--- src/rtl/mvm_load_sequencer_pkg.sv ---
`default_nettype none
// ============================================================================
// Module : mvm_seq_pkg
// Brief  : Shared state encoding and sizing helpers for mvm_load_sequencer.
// Rev    : 1.0 - initial release
// ============================================================================
package mvm_seq_pkg;

    localparam int unsigned K_DEFAULT = 32;
    localparam int unsigned MAT_WORDS = K_DEFAULT * K_DEFAULT;
    localparam int unsigned VEC_BASE  = MAT_WORDS;
    localparam int unsigned VEC_WORDS = K_DEFAULT;

    typedef enum logic [3:0] {
        IDLE = 4'd0,
        RST  = 4'd1,
        LDM  = 4'd2,
        MAT  = 4'd3,
        LDV  = 4'd4,
        VEC  = 4'd5,
        STR  = 4'd6,
        WAIT = 4'd7,
        TO   = 4'd8
    } state_t;

    function automatic int mat_words(input int k);
        return k * k;
    endfunction

endpackage
`default_nettype wire

--- src/rtl/mvm_load_sequencer_if.sv ---
`default_nettype none
// ============================================================================
// Module : mvm_load_sequencer_if
// Brief  : Host, word-memory and MVM-core signals of the load sequencer.
// Rev    : 1.0 - initial release
// ============================================================================
interface mvm_load_sequencer_if #(
    parameter int B      = 32,
    parameter int ADDR_W = 11,
    parameter int CNT_W  = 32
);
    logic              go;
    logic              busy;
    logic              mem_rd_en;
    logic [ADDR_W-1:0] mem_addr;
    logic [B-1:0]      mem_rd_data;
    logic              mvm_reset;
    logic              mvm_loadm;
    logic              mvm_loadv;
    logic              mvm_start;
    logic [B-1:0]      mvm_data;
    logic              mvm_done;
    logic              job_done;
    logic              timeout;
    logic [CNT_W-1:0]  cycles;

    modport master (
        input  go, mem_rd_data, mvm_done,
        output busy, mem_rd_en, mem_addr, mvm_reset, mvm_loadm, mvm_loadv,
               mvm_start, mvm_data, job_done, timeout, cycles
    );

    modport slave (
        output go, mem_rd_data, mvm_done,
        input  busy, mem_rd_en, mem_addr, mvm_reset, mvm_loadm, mvm_loadv,
               mvm_start, mvm_data, job_done, timeout, cycles
    );
endinterface
`default_nettype wire

--- src/rtl/mvm_load_sequencer_timer.sv ---
`default_nettype none
// ============================================================================
// Module : mvm_cycle_timer
// Brief  : Saturating start-to-done counter with timeout compare.
// Rev    : 1.0 - initial release
// ============================================================================
module mvm_cycle_timer #(
    parameter int CNT_W   = 32,
    parameter int TIMEOUT = 65535
) (
    input  logic             clk,
    input  logic             rst,
    input  logic             i_load,
    input  logic             i_en,
    output logic [CNT_W-1:0] o_count_next,
    output logic             o_expired
);
    localparam logic [CNT_W-1:0] c_MAX     = '1;
    localparam logic [CNT_W-1:0] c_TIMEOUT = CNT_W'(TIMEOUT);

    logic [CNT_W-1:0] r_count;
    logic [CNT_W-1:0] w_count_next;

    // Inclusive count of the current cycle, i.e. what the register will hold next.
    assign w_count_next = (r_count == c_MAX) ? c_MAX : r_count + CNT_W'(1);

    always_ff @(posedge clk or posedge rst) begin
        if (rst) begin
            r_count <= '0;
        end else if (i_load) begin
            r_count <= CNT_W'(1);
        end else if (i_en) begin
            r_count <= w_count_next;
        end
    end

    assign o_count_next = w_count_next;
    assign o_expired    = (w_count_next >= c_TIMEOUT);

endmodule
`default_nettype wire

--- src/rtl/mvm_load_sequencer.sv ---
`default_nettype none
// ============================================================================
// Module : mvm_load_sequencer
// Brief  : Replays a K*K matrix and K vector from word memory into an MVM core
//          and measures the core's start-to-done latency.
// Rev    : 1.0 - initial release
// ============================================================================
module mvm_load_sequencer
    import mvm_seq_pkg::*;
#(
    parameter int K       = 32,
    parameter int B       = 32,
    parameter int CNT_W   = 32,
    parameter int TIMEOUT = 65535
) (
    input  logic                 clk,
    input  logic                 reset,
    mvm_load_sequencer_if.master bus
);
    localparam int c_MAT_WORDS = mat_words(K);
    localparam int c_VEC_WORDS = K;
    localparam int ADDR_W      = $clog2(c_MAT_WORDS + c_VEC_WORDS);

    state_t            r_state;
    state_t            w_next;
    logic [ADDR_W-1:0] r_word;
    logic              r_job_done;
    logic              r_timeout;
    logic [CNT_W-1:0]  r_cycles;

    logic              w_mat_last;
    logic              w_vec_last;
    logic              w_accept;
    logic              w_done;
    logic              w_rd_en;
    logic [ADDR_W-1:0] w_addr;
    logic              w_mvm_reset;
    logic              w_mvm_loadm;
    logic              w_mvm_loadv;
    logic              w_mvm_start;
    logic [B-1:0]      w_data;
    logic [CNT_W-1:0]  w_cnt_next;
    logic              w_expired;

    assign w_mat_last = (r_word == ADDR_W'(c_MAT_WORDS - 1));
    assign w_vec_last = (r_word == ADDR_W'(c_VEC_WORDS - 1));
    // A go landing on the job_done cycle is dropped so the host sees a clean handoff.
    assign w_accept   = (r_state == IDLE) && bus.go && !r_job_done;
    assign w_done     = (r_state == WAIT) && bus.mvm_done;

    mvm_cycle_timer #(
        .CNT_W   (CNT_W),
        .TIMEOUT (TIMEOUT)
    ) u_timer (
        .clk          (clk),
        .rst          (reset),
        .i_load       (r_state == STR),
        .i_en         (r_state == WAIT),
        .o_count_next (w_cnt_next),
        .o_expired    (w_expired)
    );

    always_ff @(posedge clk or posedge reset) begin
        if (reset) begin
            r_state <= IDLE;
        end else begin
            r_state <= w_next;
        end
    end

    always_comb begin
        w_next      = r_state;
        w_rd_en     = 1'b0;
        w_addr      = '0;
        w_mvm_reset = 1'b0;
        w_mvm_loadm = 1'b0;
        w_mvm_loadv = 1'b0;
        w_mvm_start = 1'b0;
        w_data      = '0;
        case (r_state)
            IDLE: if (w_accept) w_next = RST;
            RST: begin
                w_mvm_reset = 1'b1;
                w_next      = LDM;
            end
            LDM: begin
                w_mvm_loadm = 1'b1;
                w_rd_en     = 1'b1;
                w_next      = MAT;
            end
            // Read one word ahead so the registered memory output lines up with this cycle.
            MAT: begin
                w_data  = bus.mem_rd_data;
                w_rd_en = !w_mat_last;
                w_addr  = w_mat_last ? '0 : r_word + ADDR_W'(1);
                if (w_mat_last) w_next = LDV;
            end
            LDV: begin
                w_mvm_loadv = 1'b1;
                w_rd_en     = 1'b1;
                w_addr      = ADDR_W'(c_MAT_WORDS);
                w_next      = VEC;
            end
            VEC: begin
                w_data  = bus.mem_rd_data;
                w_rd_en = !w_vec_last;
                w_addr  = w_vec_last ? '0 : ADDR_W'(c_MAT_WORDS) + r_word + ADDR_W'(1);
                if (w_vec_last) w_next = STR;
            end
            STR: begin
                w_mvm_start = 1'b1;
                w_next      = WAIT;
            end
            WAIT: begin
                if (bus.mvm_done) begin
                    w_next = IDLE;
                end else if (w_expired) begin
                    w_next = TO;
                end
            end
            TO:      w_next = IDLE;
            default: w_next = IDLE;
        endcase
    end

    always_ff @(posedge clk or posedge reset) begin
        if (reset) begin
            r_word <= '0;
        end else if ((r_state == MAT && !w_mat_last) || (r_state == VEC && !w_vec_last)) begin
            r_word <= r_word + ADDR_W'(1);
        end else begin
            r_word <= '0;
        end
    end

    always_ff @(posedge clk or posedge reset) begin
        if (reset) begin
            r_job_done <= 1'b0;
            r_timeout  <= 1'b0;
            r_cycles   <= '0;
        end else begin
            r_job_done <= w_done || (r_state == TO);
            if (w_done) begin
                r_cycles <= w_cnt_next;
            end else if (r_state == TO) begin
                r_cycles <= CNT_W'(TIMEOUT);
            end
            if (r_state == TO) begin
                r_timeout <= 1'b1;
            end else if (w_accept) begin
                r_timeout <= 1'b0;
            end
        end
    end

    assign bus.busy      = (r_state != IDLE);
    assign bus.mem_rd_en = w_rd_en;
    assign bus.mem_addr  = w_addr;
    assign bus.mvm_reset = w_mvm_reset;
    assign bus.mvm_loadm = w_mvm_loadm;
    assign bus.mvm_loadv = w_mvm_loadv;
    assign bus.mvm_start = w_mvm_start;
    assign bus.mvm_data  = w_data;
    assign bus.job_done  = r_job_done;
    assign bus.timeout   = r_timeout;
    assign bus.cycles    = r_cycles;

endmodule
`default_nettype wire

--- src/flat_wrapper.sv ---
// flat-port wrapper written by rule: the top's interface ports become plain ports
module mvm_load_sequencer_flat import mvm_seq_pkg::*;
#(
    parameter int K       = 32,
    parameter int B       = 32,
    parameter int CNT_W   = 32,
    parameter int TIMEOUT = 65535
)
  (clk, reset, bus_go, bus_mem_rd_data, bus_mvm_done, bus_busy, bus_mem_rd_en, bus_mem_addr, bus_mvm_reset, bus_mvm_loadm, bus_mvm_loadv, bus_mvm_start, bus_mvm_data, bus_job_done, bus_timeout, bus_cycles);
  mvm_load_sequencer_if #(.B(B), .ADDR_W(($clog2((K * K + K)))), .CNT_W(CNT_W)) bus_i ();
  input  logic clk;
  input  logic reset;
  input wire logic [$bits(bus_i.go)-1:0] bus_go;
  input wire logic [$bits(bus_i.mem_rd_data)-1:0] bus_mem_rd_data;
  input wire logic [$bits(bus_i.mvm_done)-1:0] bus_mvm_done;
  output wire logic [$bits(bus_i.busy)-1:0] bus_busy;
  output wire logic [$bits(bus_i.mem_rd_en)-1:0] bus_mem_rd_en;
  output wire logic [$bits(bus_i.mem_addr)-1:0] bus_mem_addr;
  output wire logic [$bits(bus_i.mvm_reset)-1:0] bus_mvm_reset;
  output wire logic [$bits(bus_i.mvm_loadm)-1:0] bus_mvm_loadm;
  output wire logic [$bits(bus_i.mvm_loadv)-1:0] bus_mvm_loadv;
  output wire logic [$bits(bus_i.mvm_start)-1:0] bus_mvm_start;
  output wire logic [$bits(bus_i.mvm_data)-1:0] bus_mvm_data;
  output wire logic [$bits(bus_i.job_done)-1:0] bus_job_done;
  output wire logic [$bits(bus_i.timeout)-1:0] bus_timeout;
  output wire logic [$bits(bus_i.cycles)-1:0] bus_cycles;
  assign bus_i.go = bus_go;
  assign bus_i.mem_rd_data = bus_mem_rd_data;
  assign bus_i.mvm_done = bus_mvm_done;
  assign bus_busy = bus_i.busy;
  assign bus_mem_rd_en = bus_i.mem_rd_en;
  assign bus_mem_addr = bus_i.mem_addr;
  assign bus_mvm_reset = bus_i.mvm_reset;
  assign bus_mvm_loadm = bus_i.mvm_loadm;
  assign bus_mvm_loadv = bus_i.mvm_loadv;
  assign bus_mvm_start = bus_i.mvm_start;
  assign bus_mvm_data = bus_i.mvm_data;
  assign bus_job_done = bus_i.job_done;
  assign bus_timeout = bus_i.timeout;
  assign bus_cycles = bus_i.cycles;
  mvm_load_sequencer #(.K(K), .B(B), .CNT_W(CNT_W), .TIMEOUT(TIMEOUT)) u_core (.clk(clk), .reset(reset), .bus(bus_i));
endmodule
--- config.mk ---
export PLATFORM = sky130hd
export DESIGN_NAME = mvm_load_sequencer_flat
export DESIGN_NICKNAME = d
export VERILOG_FILES = /design/src/rtl/mvm_load_sequencer_pkg.sv /design/src/rtl/mvm_load_sequencer_if.sv /design/src/rtl/mvm_load_sequencer_timer.sv /design/src/rtl/mvm_load_sequencer.sv /design/src/flat_wrapper.sv
export SDC_FILE = /design/constraint.sdc
export NUM_CORES = 1
export LEC_CHECK = 0
export CORE_AREA = 2 2 104 106
export CTS_CLUSTER_DIAMETER = 60
export DETAILED_ROUTE_END_ITERATION = 6
export DIE_AREA = 0 0 106 108
export DONT_BUFFER_PORTS = 1
export PLACE_DENSITY = 0.69
export SYNTH_ARGS = -nofsm -noshare
export SYNTH_HDL_FRONTEND = slang
export SYNTH_SLANG_ARGS = --single-unit
--- constraint.sdc ---
create_clock -name clk -period 4.46 [get_ports clk]
set_clock_uncertainty 0.1 [all_clocks]
set_input_delay 0.223 -clock clk [delete_from_list [all_inputs] [get_ports clk]]
set_output_delay 0.223 -clock clk [all_outputs]
set_load 0.005 [all_outputs]
==> out/qor.csv <==
metric,value,unit
status,"finished, final reports clean",
data required time at the worst endpoint,4610,ps
"commonest non-fill, non-tap cell in the layout",dfrtp_1,
total global routing track utilization,25.0,%
Worst path max stage delay,530,ps
Sink Count,81,
ant diodes,0,
first-pass GRT wire length,22.1,mm
GP Congestion,0.920,
Slew Limit Fails,0,
largest net degree at the start of global routing,54,
maxcap violations,0,
DP HPWL,9.99,mm
P per Cell Area,450,nW/µm²
worst skew pair latency,360,ps
Leak Pwr,2.14,nW
Cells after Synth,603,
H-tree levels,3,
Util after Layout,51.3,%
Crit. End Element,flip-flop,
routed vias/inst,6.21,
Post-Syn Nets,641,
Worst-path clk slew,80,ps
Crit path arrival time,3480,ps
Die H,108,µm
area grow syn2layout,3.40,%
final setup margin,1130,ps
RSZ-0062 raised after global routing,no,
"Seq/Total Area, Yosys",40.0,%
crit-path cells,"ha_1, nand3_1, nor4_1, buf_4, nand4_1, mux2_2, nor4b_2, nand4_2, o211ai_2, mux2_4",
Core ar.,10200,µm²
dominant synthesized flop cell,dfrtp_1,
via count,4396,
total power,0.00236,W
CTS tree,built,
Final Hold Vio Count,0,
Starting Density,49.6,%
Critical Path Slowest Stage Cell,dfrtp_1,
post-CTS setup buffers,0,
Placement Cell Area,5030,µm²
layout cell share with drive strength beyond 1,7.52,%
CTS buffer count,9,
Setup CP Type,flip-flop to flip-flop,
"EDFF count, synth",0,
root buf cell,clkbuf_8,
aggregate routed wire length,13.8,mm
worst-margin pin slew,1210,ps
initial antenna violation count,1,
CP Launch Type,flip-flop,
"flops & latches, synth",81,
I/O pins,119,
CTS Buffer Depth,2,
number of global-route vias before repair,4150,
GRT overflow,0,
post-synth cell types,63,
final instance area,5250,µm²
fin crit period,3330,ps
TNS Setup,0,ps
total iterations of the first detailed-routing run,5,
pre-CTS worst setup slack,1130,ps
Final #Nets,605,
f_max,300,MHz
HP Class,input pin to flip-flop,
Final setup viols,0,
"Cell Area, Synth",5070,µm²
Peak VDD IR,0.245,mV
Synth Area per Inst,8.41,µm²
period utilization,74.8,%
final routed DRC violation total,0,
Die Wd,106,µm
post-route ant nets,0,
most frequent cells in the layout,"dfrtp_1, nor2_1, a21oi_1",
asr flop ratio synth,100,%
WL/cell,19.5,µm
std cell rows,37,
DRT iter0 DRCs,432,
CP Max Fanout,15,
yosys warns,0,
Port Buffer Count,0,
Max-slew headroom,19.2,%
die area,11400,µm²
## per-layer routing
| layer | wire length (µm) | vias up | share of wire, % | track usage [%] |
|---|---|---|---|---|
| li1 | - | 2055 | - | - |
| met1 | 5520 | 2100 | 40 | 31.6 |
| met2 | 6970 | 218 | 50 | 43.0 |
| met3 | 1010 | 23 | 7.3 | 5.49 |
| met4 | 321 | 0 | 2.3 | 7.99 |
| met5 | 0 | - | 0 | 0 |
## report_power, final
group          switching (W)  total, W  internal (W)
registers           0.000199   0.00105      0.000852
clock network       0.000273  0.000522      0.000249
logic               0.000517  0.000791      0.000274
## kinds of logic (layout without fill, tap and decap cells)
family,after synthesis,in the layout,share of synthesized area (%)
DFF,81,81,40.0
adders and majority gates,2,2,0.493
and+or+nand+nor,282,282,29.9
buffers and inverters,59,28,5.23
muxes,8,8,1.70
xor gates and xnor gates,33,33,5.70
AOI/OAI and AO/OA,138,138,17.0
## critical path, delay by kind of cell, from the launching register on
family | cells | cell delay, ps
mux | 2 | 650
fa+ha+maj | 1 | 530
compound gates | 1 | 140
simple gates | 5 | 1040
flops | 1 | 530
buf+inv | 1 | 240
## final timing paths
kind,slack (ps),end,depth (start not counted),from
worst max-delay path,1130,u_core.r_state[0]$_DFFE_PP0P_,10,u_core.u_timer.r_count[0]$_DFFE_PP0P_
worst min-delay path,140,u_core.bus.timeout$_DFFE_PP0P_,3,bus_go
worst max register to register,1130,u_core.r_state[0]$_DFFE_PP0P_,10,u_core.u_timer.r_count[0]$_DFFE_PP0P_
worst min register to register,410,u_core.bus.cycles[19]$_DFFE_PP0P_,1,u_core.bus.cycles[19]$_DFFE_PP0P_
max in group asynchronous,2970,u_core.u_timer.r_count[0]$_DFFE_PP0P_,3,reset
min in group asynchronous,390,u_core.bus.cycles[8]$_DFFE_PP0P_,2,reset
## flip-flops by register name, indices dropped and copies added (netlist names)
register and cells:
u_core.bus.cycles 32, u_core.bus.job_done 1, u_core.bus.timeout 1, u_core.r_state 4, u_core.r_word 11, u_core.u_timer.r_count 32
## synthesized netlist by cell type, drive strengths merged, types with 6 or more instances
cell type | n | area [µm²]
mux2i | 6 | 60.1
and2 | 44 | 275
xnor2 | 18 | 158
xor2 | 15 | 131
inv | 6 | 22.5
buf | 16 | 104
clkbuf | 36 | 135
nor3 | 10 | 60.1
nand3 | 25 | 130
o21ai | 30 | 150
and3 | 10 | 62.6
nand4 | 25 | 205
nand2 | 56 | 210
nor2 | 76 | 285
a21oi | 58 | 294
a31oi | 9 | 71.3
dfrtp | 81 | 2030
nor4 | 9 | 71.3
a22o | 8 | 70.1
## metrics by stage
step / hold WS [ps] / cells
6_report: 144 / 708
5_1_grt: 122 / 708
4_1_cts: 126 / 708
3_5_place_dp: 242 / 690
3_3_place_gp: 222 / 690
2_1_floorplan: 327 / 603
## repair_timing
| item | in CTS | in global routing |
|---|---|---|
| endpoints found under the hold margin | 53 | 0 |
| gates resized for setup | 0 | 0 |
| hold buffers | 2 | 0 |
## area by class of cell
| cell class | count | area [µm²] |
|---|---|---|
| sequential | 81 | 2030 |
| clock buffer | 13 | 169 |
| multi-input combinational | 463 | 2790 |
| fill | 941 | 4980 |
| tap | 136 | 170 |
| clock inverter | 3 | 23.8 |
| timing repair buffer | 5 | 42.5 |
| inverter | 7 | 27.5 |
No activity file was read; power rests on OpenSTA's default activity.
